$ cat src/rtl/register_arbiter.sv
// Round-robin arbiter that lets N requesters take turns loading one shared WIDTH-bit register.
// Latency: grant 1 edge after req is sampled in IDLE, q/ack 1 edge later, back to IDLE 1 edge after that.
// Backpressure: losers and late requesters keep req high and are served in a later IDLE; none are dropped.
//
// Ports:
//   clk, reset     rising-edge clock, asynchronous active-low reset
//   req[N]         per-requester request, held until its ack (or dropped to abandon)
//   d_bus[N*WIDTH] requester i data at bits [i*WIDTH +: WIDTH]
//   grant[N]       registered one-hot grant, high through IDLE->LOAD->ACK
//   ack[N]         one-cycle one-hot pulse, coincides with the new value on q
//   q[WIDTH]       shared register
//   owner          index of the current or most recent grantee
//   busy           high whenever the FSM is not in IDLE
//   wr_count[8]    completed-write counter, wraps 255->0
module register_arbiter #(
    parameter int WIDTH = 7,
    parameter int N     = 4
) (
    input  logic                 clk,
    input  logic                 reset,
    input  logic [N-1:0]         req,
    input  logic [N*WIDTH-1:0]   d_bus,
    output logic [N-1:0]         grant,
    output logic [N-1:0]         ack,
    output logic [WIDTH-1:0]     q,
    output logic [$clog2(N)-1:0] owner,
    output logic                 busy,
    output logic [7:0]           wr_count
);

    localparam int IW = $clog2(N);

    localparam logic [1:0] S_IDLE = 2'd0;
    localparam logic [1:0] S_LOAD = 2'd1;
    localparam logic [1:0] S_ACK  = 2'd2;

    localparam logic [N-1:0] ONE_HOT0 = {{(N-1){1'b0}}, 1'b1};

    logic [1:0]       r_state;
    logic [N-1:0]     r_grant;
    logic [N-1:0]     r_ack;
    logic [WIDTH-1:0] r_q;
    logic [IW-1:0]    r_owner;
    logic [IW-1:0]    r_ptr;
    logic [7:0]       r_cnt;

    logic [WIDTH-1:0] w_d [N];
    logic [IW-1:0]    w_winner;
    logic             w_found;
    logic [IW-1:0]    w_ptr_next;

    // Slice the flat data bus into per-requester words.
    for (genvar gi = 0; gi < N; gi++) begin : g_unpack
        assign w_d[gi] = d_bus[gi*WIDTH +: WIDTH];
    end

    // Scan ptr, ptr+1, ..., wrapping at N; the first set req bit wins.
    always_comb begin
        logic [IW-1:0] idx;
        idx      = r_ptr;
        w_winner = '0;
        w_found  = 1'b0;
        for (int k = 0; k < N; k++) begin
            if (!w_found && req[idx]) begin
                w_winner = idx;
                w_found  = 1'b1;
            end
            idx = (idx == IW'(N-1)) ? '0 : idx + 1'b1;
        end
    end

    // The pointer moves just past the requester that completed a write.
    assign w_ptr_next = (r_owner == IW'(N-1)) ? '0 : r_owner + 1'b1;

    always_ff @(posedge clk or negedge reset) begin
        if (!reset) begin
            r_state <= S_IDLE;
            r_grant <= '0;
            r_ack   <= '0;
            r_q     <= '0;
            r_owner <= '0;
            r_ptr   <= '0;
            r_cnt   <= '0;
        end else begin
            case (r_state)
                S_IDLE: begin
                    if (w_found) begin
                        r_grant <= ONE_HOT0 << w_winner;
                        r_owner <= w_winner;
                        r_state <= S_LOAD;
                    end
                end
                S_LOAD: begin
                    if (req[r_owner]) begin
                        r_q     <= w_d[r_owner];
                        r_ack   <= r_grant;
                        r_cnt   <= r_cnt + 8'd1;
                        r_state <= S_ACK;
                    end else begin
                        // Requester gave up: no write, pointer stays so the
                        // next scan starts from the same place.
                        r_grant <= '0;
                        r_state <= S_IDLE;
                    end
                end
                S_ACK: begin
                    r_grant <= '0;
                    r_ack   <= '0;
                    r_ptr   <= w_ptr_next;
                    r_state <= S_IDLE;
                end
                default: begin
                    r_grant <= '0;
                    r_ack   <= '0;
                    r_state <= S_IDLE;
                end
            endcase
        end
    end

    assign grant    = r_grant;
    assign ack      = r_ack;
    assign q        = r_q;
    assign owner    = r_owner;
    assign busy     = (r_state != S_IDLE);
    assign wr_count = r_cnt;

endmodule

$ cat config.mk
export PLATFORM = sky130hd
export DESIGN_NAME = register_arbiter
export DESIGN_NICKNAME = d
export VERILOG_FILES = /design/src/rtl/register_arbiter.sv
export SDC_FILE = /design/constraint.sdc
export NUM_CORES = 1
export LEC_CHECK = 0
export BUFFER_PORTS_ARGS = -buffer_cell sky130_fd_sc_hd__buf_2
export CORE_MARGIN = 5
export CORE_UTILIZATION = 40
export CTS_CLUSTER_DIAMETER = 30
export DETAILED_ROUTE_END_ITERATION = 16
export PLACE_DENSITY_LB_ADDON = 0.2
export SLEW_MARGIN = 20
export SYNTH_ARGS = -nofsm -noshare
export SYNTH_HDL_FRONTEND = slang
export SYNTH_SLANG_ARGS = --single-unit
$ cat constraint.sdc
create_clock -name clk -period 4.1 [get_ports clk]
set_input_delay 0.41 -clock clk [delete_from_list [all_inputs] [get_ports clk]]
set_output_delay 0.41 -clock clk [all_outputs]
set_load 0.01 [all_outputs]
==> results.md, run 1 <==
- CTS tree: built
- Buf/Inv on CP: 1
- Post_cts resized: 0
- Crit start category: flip-flop
- Worst R2R Path Depth: 6
- Root Buffer: clkbuf_8
- Initial core utilization: between 40% and 50%
- Net count, final: 246
- CTS H-Tree Depth: 2
- Layout Area Growth over Synthesis: 19.5%
- Syn Nets: 192
- Leading cell type in the layout, fill and taps excluded: buf_2
- Slew Limit Fails: 0
- Critical Path Fanout Max: 21
- Peak supply drop: 0.333 mV
- Grt ovf: 0
- Drt wl/cell: around 16 um
- Setup WS pre-CTS: about 1.4 ns
- Total negative slack: 0 ns
- CP top delay family: compound AO/OA/AOI/OAI gates
- Number of setup violations in the final report: 0
- Die area: 0.00599 mm2
- Worst hold path class: in -> async
- Final ANT Viol Nets: 0
- MaxCap Viol Count: 0
- Crit path required time: between 4 and 5 ns
- Via count: 1,445
- Mapped Area: 0.00182 mm2
- Crit-path slowest cell: ha_1
- Setup bufs post-CTS: 0
- Unrepaired setup endpoints after global routing: false
- Commonest cells after routing, fill and taps aside: buf_2, dfrtp_1, nor2_1
- Yosys warns: 0
- Worst skew pair latency: roughly 0.27 ns
- Clk buf depth: 2
- Cell Chain, Critical Path: ha_1, inv_1, xnor2_1, o41ai_2, a21oi_2, mux2_1
- Crit path depth: 6
- Fin Clk Skew: 0.00488 ns
- Crit path DAT: 2.85 ns
- Cells after Synth: 155
- Outcome: finished clean
- IO Count: 60
- Sequential share of the synthesized area: 39.9%
- Average size of a mapped cell: 11.7 um2
- Number of flops mapped to enable cells by yosys: 0
- Clock transition at path regs: 0.06 ns
- Buffers on Ports: 59
- TritonCTS Sinks: 29
- Final WS setup: 1.40 ns
- Tmin final: 2.70 ns
- Peak Freq: 370 MHz
- Synth Register Bits: 29
- Max-slew headroom: between 40 and 50%
- Worst setup EP type: flip-flop
- Diode count: 0
- Worst hold margin: 0.162 ns
- Worst-margin pin slew: slightly below 0.8 ns
- Largest net degree at the start of global routing: 30
- Core Rows: 24
- DRC Markers: 0
- Power per cell area: ~750 mW/mm2
- Post-DP HPWL: 3.11 mm
- Wirelength, routed: 4.08 mm
- Initial DRC count: 87
- Vias in the first global route: 1,406
- First-pass DRT Iterations: 4
- Final-report hold violation count: 0
- Dominant synthesized flop cell: dfrtp_1
- Post-DR vias/cell: 5.52
- Total CTS buffers: 5
- Core area: approximately 0.0044 mm2
- Layout cell share with drive strength beyond 1: 42.9%
- Hold_buf cts: 0
- CP peak stage delay: 0.63 ns
- Die Wd: 77.4 um
- First-pass GRT wire length: 6.80 mm
- Setup CP Type: reg -> reg
- GRT Resource Usage Total: 13.9%
- GP Congestion: 0.776
- Final period utilization: 65.8%
- Pleak: 1.06 nW
- Yosys cell types: 54
- Die Span Y: 77.4 um
- Initial antenna violation count: 0
- Ys async rst share: 100%
## layer usage
layer,up-vias,part of all wire [%],track usage [%]
li1,684,-,-
met1,701,46,18.7
met2,56,47,22.4
met3,4,6.2,4.17
met4,0,0.74,2.92
met5,-,0,0
## metrics by stage
step	instance area [um2]	util (%)	power, mW	instances
6_report	2170	49.6	1.63	262
3_5_place_dp	2090	47.7	1.42	254
5_1_grt	2170	49.6	1.77	262
3_3_place_gp	2090	47.7	1.39	254
2_1_floorplan	1820	-	1.23	155
4_1_cts	2170	49.6	1.65	262
## path summary, 6_finish.rpt
check / slack [ns] / end / from
worst max register to register: 1.40 / owner[1] / r_ptr[0]
worst min register to register: 0.46 / wr_count[7] / wr_count[7]
max in group asynchronous: 3.52 / q[2] / reset
min in group clk: 0.46 / wr_count[7] / wr_count[7]
worst max-delay path: 1.40 / owner[1] / r_ptr[0]
worst min-delay path: 0.16 / ack[0] / reset
## synth_stat cells, types with 2 or more instances
| cell | instances | area share, % |
|---|---|---|
| buf_2 | 6 | 1.7 |
| mux2_2 | 5 | 3.1 |
| dfrtp_1 | 29 | 40 |
| xor2_1 | 3 | 1.4 |
| nand4_1 | 3 | 1.0 |
| a21oi_1 | 6 | 1.7 |
| a32o_1 | 2 | 1.1 |
| xnor2_1 | 5 | 2.4 |
| inv_1 | 6 | 1.2 |
| mux2i_1 | 7 | 3.9 |
| nor2_1 | 13 | 2.7 |
| ha_1 | 3 | 2.1 |
| mux2_4 | 5 | 4.1 |
| nor2b_1 | 2 | 0.69 |
| and3_1 | 2 | 0.69 |
| nand2_1 | 7 | 1.4 |
| o21ai_0 | 2 | 0.55 |
| nor3_1 | 3 | 0.83 |
| nand2b_1 | 3 | 1.0 |
| buf_6 | 3 | 1.9 |
| mux4_2 | 7 | 8.7 |
## layout make-up
| class | count | area [um2] |
|---|---|---|
| Tap cell | 52 | 65.1 |
| Clock buffer | 6 | 72.6 |
| Sequential cell | 29 | 726 |
| Clock inverter | 2 | 10.0 |
| Timing Repair Buffer | 59 | 295 |
| Inverter | 6 | 22.5 |
| Multi-Input combinational cell | 108 | 982 |
| Fill cell | 436 | 2210 |
## worst reg2reg max path, cell delays in order (launching register included)
cell	delay, ns
dfrtp_1	0.62
ha_1	0.63
inv_1	0.16
xnor2_1	0.16
o41ai_2	0.51
a21oi_2	0.17
mux2_1	0.33
## report_power, final
group / internal (mW) / switching (mW)
logic: 0.442 / 0.402
registers: 0.401 / 0.167
clock network: 0.117 / 0.101
## registers in the layout, summed over array words and instances, names as in the netlist
name      count
wr_count      8
q             7
ack           4
grant         4
owner         2
r_ptr         2
r_state       2
## logic make-up (layout without fill, tap and decap cells)
group	Yosys count	in the layout	synth area share, %
DFF	29	29	39.9
buffers and inverters	18	73	6.06
and+or+nand+nor	41	41	11.9
xor gates and xnor gates	8	8	3.85
AOI/OAI and AO/OA	29	29	13.6
adders and majority gates	3	3	2.06
muxes	27	27	22.6
Power figures use the tool's default switching activity.
==> inputs of run 2 (changes only) <==
==> constraint.sdc (replaced) <==
create_clock -name clk -period 2.3 [get_ports clk]
set_input_delay 0.23 -clock clk [delete_from_list [all_inputs] [get_ports clk]]
set_output_delay 0.23 -clock clk [all_outputs]
set_load 0.01 [all_outputs]
==> run 2 against run 1 <==
Net effect: the flow now finishes with violations (negative hold slack); non-clock buffer count rose by 6; sequential power is 54% higher; global-route usage grew 0.61 points; final cell count rose by 2.3%; worst hold slack got worse by 0.19 ns; power grew 98%; design area is 4.5% higher; core utilization increased by 2.3 points; clock power grew to 2.9 times the previous value; combinational power is 110% higher.
==> results.md, run 2 (synthesized netlist as in run 1, its figures left out) <==
- Via count: 1,448 (was 1,445)
- Tmin final: 2.12 ns (was 2.70 ns)
- Failing checks: negative hold slack
- Layout cell share with drive strength beyond 1: 45.4% (was 42.9%)
- CP peak stage delay: 0.45 ns (was 0.63 ns)
- Post_cts resized: 0 (unchanged)
- Core Rows: 24 (unchanged)
- Crit path required time: 2.45 ns (was 4.25 ns)
- Buffers on Ports: 59 (unchanged)
- Unrepaired setup endpoints after global routing: false (unchanged)
- Final period utilization: 92.4% (was 65.8%)
- Initial core utilization: 41.5% (unchanged)
- Crit path DAT: 2.28 ns (was 2.85 ns)
- MaxCap Viol Count: 0 (unchanged)
- Outcome: complete, but fails checks (was finished clean)
- Peak supply drop: 0.683 mV (was 0.333 mV)
- GRT Resource Usage Total: 14.5% (was 13.9%)
- Fin Clk Skew: 0.00595 ns (was 0.00488 ns)
- Die area: 0.00599 mm2 (unchanged)
- First-pass GRT wire length: 7.12 mm (was 6.80 mm)
- Critical Path Fanout Max: 12 (was 21)
- Initial antenna violation count: 0 (unchanged)
- Hold_buf cts: 0 (unchanged)
- Vias in the first global route: 1,577 (was 1,406)
- Setup CP Type: reg -> reg (unchanged)
- Slew Limit Fails: 0 (unchanged)
- Root Buffer: clkbuf_8 (unchanged)
- Total CTS buffers: 5 (unchanged)
- FILL cells: 406 (was 436)
- Core area: 0.00438 mm2 (unchanged)
- Worst skew pair latency: 0.27 ns (about the same)
- Worst hold path class: in -> async (unchanged)
- Diode count: 0 (unchanged)
- Clk buf depth: 2 (unchanged)
- Final ANT Viol Nets: 0 (unchanged)
- DP Cell Count: 260 (was 254)
- Number of setup violations in the final report: 0 (unchanged)
- Die Wd: 77.4 um (unchanged)
- Cell Chain, Critical Path: ha_2, or4b_1, a21oi_1, nor3_1, a21o_1, mux2_1 (was ha_1, inv_1, xnor2_1, o41ai_2, a21oi_2, mux2_1)
- Post-DP HPWL: 3.20 mm (was 3.11 mm)
- Clock power frac: 19.3% (was 13.4%)
- TritonCTS Sinks: 29 (unchanged)
- Setup bufs post-CTS: 0 (unchanged)
- Wirelength, routed: 4.22 mm (was 4.08 mm)
- Max-slew headroom: 57.6% (was 48.4%)
- CTS H-Tree Depth: 2 (unchanged)
- Switching pwr: 1.23 mW (was 0.670 mW)
- Power per cell area: 1420 mW/mm2 (was 750 mW/mm2)
- Max reg flops: 8 (unchanged)
- Leading cell type in the layout, fill and taps excluded: buf_2 (unchanged)
- DRC Markers: 0 (unchanged)
- Worst hold margin: -0.0275 ns (was 0.162 ns)
- Grt ovf: 0 (unchanged)
- Non-Filler Instances: 268 (was 262)
- Peak Freq: 471 MHz (was 370 MHz)
- Largest net degree at the start of global routing: 30 (unchanged)
- Layout Area Growth over Synthesis: 25.0% (was 19.5%)
- Crit start category: flip-flop (unchanged)
- Buf/Inv on CP: 0 (was 1)
- Final core utilization: 51.8% (was 49.6%)
- Gate power share: 53.7% (was 51.7%)
- Initial DRC count: 54 (was 87)
- Commonest cells after routing, fill and taps aside: buf_2, dfrtp_1, nor2_1 (unchanged)
- Worst R2R Path Depth: 6 (unchanged)
- Final-report hold violation count: 29 (was 0)
- IO Count: 60 (unchanged)
- Internal power: 2.01 mW (was 0.961 mW)
- Crit-path slowest cell: ha_2 (was ha_1)
- Total negative slack: 0 ns (unchanged)
- Worst-margin pin slew: 0.636 ns (was 0.775 ns)
- Die Span Y: 77.4 um (unchanged)
- Worst setup EP type: flip-flop (unchanged)
- Net count, final: 252 (was 246)
- CP top delay family: simple AND/OR/NAND/NOR gates (was compound AO/OA/AOI/OAI gates)
- Clock transition at path regs: 0.06 ns (about the same)
- Part of the power in registers: 27.0% (was 34.9%)
- Pleak: 1.12 nW (was 1.06 nW)
- GP Congestion: 0.838 (was 0.776)
- Switch share: 38.0% (was 41.1%)
- First-pass DRT Iterations: 4 (unchanged)
- CTS tree: built (unchanged)
- Crit path depth: 6 (unchanged)
- Post-DR vias/cell: 5.40 (was 5.52)
- Drt wl/cell: 15.7 um (was 15.6 um)
-- run 2: changes by cell type in the layout (fill, tap and decap cells not counted), sizes merged --
| cell | previous run | this run |
|---|---|---|
| buf | 59 | 65 |
| clkbuf | 6 | 5 |
| clkinv | 2 | 1 |
| bufinv | 0 | 2 |
-- run 2: per-stage QoR --
| stage | setup slack (ns) | hold slack [ns] | cell area [um2] | power [mW] |
|---|---|---|---|---|
| floorplan | 0.198 | -0.0656 | 1820 | 2.19 |
| global placement | 0.180 | 0.280 | 2140 | 2.56 |
| detailed placement | 0.128 | 0.294 | 2140 | 2.62 |
| CTS | 0.111 | 0.00198 | 2270 | 3.26 |
| global route | 0.0390 | 0.0282 | 2270 | 3.48 |
| finish | 0.175 | -0.0275 | 2270 | 3.24 |
-- run 2: power by group through the flow --
stage               clock network [mW]  logic (mW)  registers [mW]
finish                           0.626        1.74           0.873
global route                     0.666        1.91           0.909
CTS                              0.638        1.74           0.875
detailed placement                   0        1.74           0.881
global placement                     0        1.69           0.874
floorplan                            0        1.24           0.947
-- run 2: final cells by class --
type	count	area [um2]	area share (%)
multi-input cells	108	985	43.3
flip-flops and latches	29	726	31.9
repair buffers	65	340	15.0
clock buffers	5	68.8	3.03
clock inverters	3	65.1	2.86
well taps	52	65.1	2.86
inverters	6	22.5	0.991
-- run 2: worst paths after layout --
path,start,slack [ns],to
max reg2reg,r_ptr[1],0.18,owner[1]
max in group asynchronous,reset,1.91,q[2]
max,r_ptr[1],0.18,owner[1]
min in group clk,d_bus[0],0.40,q[0]
min reg2reg,wr_count[7],0.46,wr_count[7]
min,reset,-0.03,ack[0]
-- run 2: worst reg2reg max path: stages, from the launching register on --
cell and delay (ns):
dfrtp_1 0.38, ha_2 0.45, or4b_1 0.45, a21oi_1 0.15
nor3_1 0.09, a21o_1 0.19, mux2_1 0.29
-- run 2: per-layer routing --
layer,wire [um],up-vias,track usage [%]
li1,-,693,-
met1,1850,698,18.2
met2,2090,50,24.2
met3,236,7,3.70
met4,44,0,5.33
met5,0,-,0
==> inputs of run 3 (changes only) <==
--- a/config.mk
+++ b/config.mk
@@ -5,10 +5,11 @@
 export SDC_FILE = /design/constraint.sdc
 export NUM_CORES = 1
 export LEC_CHECK = 0
-export BUFFER_PORTS_ARGS = -buffer_cell sky130_fd_sc_hd__buf_2
+export BUFFER_PORTS_ARGS = -buffer_cell sky130_fd_sc_hd__buf_4
 export CORE_MARGIN = 5
-export CORE_UTILIZATION = 40
+export CORE_UTILIZATION = 35
 export CTS_CLUSTER_DIAMETER = 30
+export CTS_CLUSTER_SIZE = 14
 export DETAILED_ROUTE_END_ITERATION = 16
 export PLACE_DENSITY_LB_ADDON = 0.2
 export SLEW_MARGIN = 20
==> run 3 against run 2 <==
Net effect: the run now ends clean; combinational power up 6%; sequential share of layout area is 2.3 points lower; via count decreased by 1.5%.
==> results.md, run 3 (synthesized netlist as in run 1, its figures left out) <==
- Outcome: finished clean (was complete, but fails checks)
- Largest net degree at the start of global routing: 30 (unchanged)
- Switch share: 37.3% (was 38.0%)
- TritonCTS Sinks: 29 (unchanged)
- Switching pwr: 1.22 mW (was 1.23 mW)
- Grt ovf: 0 (unchanged)
- Placed cell area: 0.00231 mm2 (was 0.00214 mm2)
- IO Count: 60 (unchanged)
- Unrepaired setup endpoints after global routing: false (unchanged)
- Internal power: 2.05 mW (was 2.01 mW)
- Crit path DAT: 2.30 ns (was 2.28 ns)
- Total negative slack: 0 ns (unchanged)
- Max-slew headroom: 71.0% (was 57.6%)
- Final period utilization: 93.4% (was 92.4%)
- Total CTS buffers: 5 (unchanged)
- Hold endpoint: q[6]
- Top sig layer: met4 (unchanged)
- R2r startpoint: r_ptr[0] (was r_ptr[1])
- Crit path required time: 2.46 ns (was 2.45 ns)
- Fin Clk Skew: 0.00598 ns (was 0.00595 ns)
- Leading cell type in the layout, fill and taps excluded: buf_4 (was buf_2)
- Worst skew pair latency: 0.27 ns (about the same)
- Post-DP HPWL: 3.03 mm (was 3.20 mm)
- Net count, final: 254 (was 252)
- Met3 wire length: 306 um (was 236 um)
- Worst setup EP type: flip-flop (unchanged)
- Root Buffer: clkbuf_8 (unchanged)
- Crit start category: flip-flop (unchanged)
- Worst-margin pin slew: 0.433 ns (was 0.636 ns)
- Setup CP Type: reg -> reg (unchanged)
- Power per cell area: 1330 mW/mm2 (was 1420 mW/mm2)
- Setup bufs post-CTS: 0 (unchanged)
- DRC Markers: 0 (unchanged)
- Final ANT Viol Nets: 0 (unchanged)
- MaxCap Viol Count: 0 (unchanged)
- Die Span Y: 82.1 um (was 77.4 um)
- Pleak: 1.16 nW (was 1.12 nW)
- Buffers on Ports: 59 (unchanged)
- Critical Path Fanout Max: 8 (was 12)
- Gate power share: 56.6% (was 53.7%)
- Core Rows: 26 (was 24)
- Part of the power in registers: 27.2% (was 27.0%)
- Critical Path Start: r_ptr[0] (was r_ptr[1])
- Peak supply drop: 0.534 mV (was 0.683 mV)
- Layout Area Growth over Synthesis: 34.8% (was 25.0%)
- Via count: 1,427 (was 1,448)
- GRT Resource Usage Total: 12.6% (was 14.5%)
- Wl on met1: 1.82 mm (was 1.85 mm)
- Wirelength, routed: 3.96 mm (was 4.22 mm)
- CTS tree: built (unchanged)
- Initial DRC count: 66 (was 54)
- DR WL met2: 1.79 mm (was 2.09 mm)
- Final WS setup: 0.153 ns (was 0.175 ns)
- Die area: 0.00674 mm2 (was 0.00599 mm2)
- Number of setup violations in the final report: 0 (unchanged)
- Diode count: 0 (unchanged)
- Drt wl/cell: 13.8 um (was 15.7 um)
- Core area: 0.00507 mm2 (was 0.00438 mm2)
- FF-to-FF setup slack: 0.15 ns (was 0.18 ns)
- Vias in the first global route: 1,503 (was 1,577)
- Slew Limit Fails: 0 (unchanged)
- Layout cell share with drive strength beyond 1: 44.5% (was 45.4%)
- Post-DR vias/cell: 4.95 (was 5.40)
- Crit-path slowest cell: ha_1 (was ha_2)
- Clock transition at path regs: 0.06 ns (about the same)
- Worst R2R Path Depth: 6 (unchanged)
- Final-report hold violation count: 0 (was 29)
- Worst hold path class: in -> reg (was in -> async)
- Die Wd: 82.1 um (was 77.4 um)
- FILL cells: 515 (was 406)
- Hold depth: 3
- Initial antenna violation count: 0 (unchanged)
- First-pass GRT wire length: 6.55 mm (was 7.12 mm)
- CP peak stage delay: 0.40 ns (was 0.45 ns)
- Worst hold margin: 0.403 ns (was -0.0275 ns)
- Initial core utilization: 35.8% (was 41.5%)
- Clock power frac: 16.2% (was 19.3%)
- First-pass DRT Iterations: 4 (unchanged)
- Commonest cells after routing, fill and taps aside: buf_4, dfrtp_1, nor2_1 (was buf_2, dfrtp_1, nor2_1)
- Clk buf depth: 2 (unchanged)
- Max reg flops: 8 (unchanged)
- CTS H-Tree Depth: 2 (unchanged)
- Cell Chain, Critical Path: ha_1, o211a_1, o32ai_2, o41ai_4, a21oi_2, mux2_1 (was ha_2, or4b_1, a21oi_1, nor3_1, a21o_1, mux2_1)
- Startpoint of the worst hold path: d_bus[27]
- Reg2reg end: owner[1] (unchanged)
- Tmin final: 2.15 ns (was 2.12 ns)
- GP Congestion: 0.746 (was 0.838)
- Setup WS pre-CTS: 0.107 ns (was 0.128 ns)
- Final instance area: 0.00245 mm2 (was 0.00227 mm2)
- Peak Freq: 466 MHz (was 471 MHz)
==> run 3: final cells by class <==
| cell class | count | area [um2] | area share [%] |
|---|---|---|---|
| clock buffers | 7 | 86.3 | 3.52 |
| clock inverters | 1 | 30.0 | 1.23 |
| repair buffers | 67 | 505 | 20.6 |
| well taps | 70 | 87.6 | 3.57 |
| inverters | 6 | 22.5 | 0.919 |
| multi-input cells | 108 | 993 | 40.5 |
| flip-flops and latches | 29 | 726 | 29.6 |
==> run 3: through the flow <==
stage                     utilization, %  instances  power (mW)
after floorplan                        -        155        2.19
after global placement              45.6        279        2.72
after detailed placement            45.6        279        2.74
after CTS                           48.1        288        3.29
after global routing                48.3        288        3.51
final                               48.3        288        3.26
==> run 3: per-layer routing <==
metal  vias to the layer above  GRT usage (%)
met1                       675           15.6
li1                        698              -
met3                         5           4.39
met2                        49           20.6
met4                         0           3.65
met5                         -              0
==> run 3: worst max-delay path by stage <==
stage                     to  slack, ns  depth (start not counted)
detailed placement  owner[1]       0.11                          6
CTS                 owner[1]       0.10                          6
floorplan           owner[1]       0.20                          7
finish              owner[1]       0.15                          6
global route        owner[1]       0.07                          6
global placement    owner[1]       0.15                          6
==> run 3: critical path, delay by kind of cell, from the launching register on <==
kind / cells / cell delay [ns]
compound gates: 4 / 0.92
fa+ha+maj: 1 / 0.40
flops: 1 / 0.39
mux: 1 / 0.34
==> run 3: what timing repair did <==
action / 4_1_cts / 5_1_grt
hold buffers: 1 / 0
endpoints found under the hold margin: 29 / 0
setup endpoints to repair: 0 / 1
gates resized for setup: 0 / 1
==> run 3: power groups by stage <==
| stage | registers, mW | clock network (mW) | logic (mW) |
|---|---|---|---|
| 2_1_floorplan | 0.947 | 0 | 1.24 |
| 3_3_place_gp | 0.890 | 0 | 1.83 |
| 3_5_place_dp | 0.898 | 0 | 1.84 |
| 4_1_cts | 0.892 | 0.546 | 1.85 |
| 5_1_grt | 0.915 | 0.569 | 2.03 |
| 6_report | 0.888 | 0.529 | 1.85 |
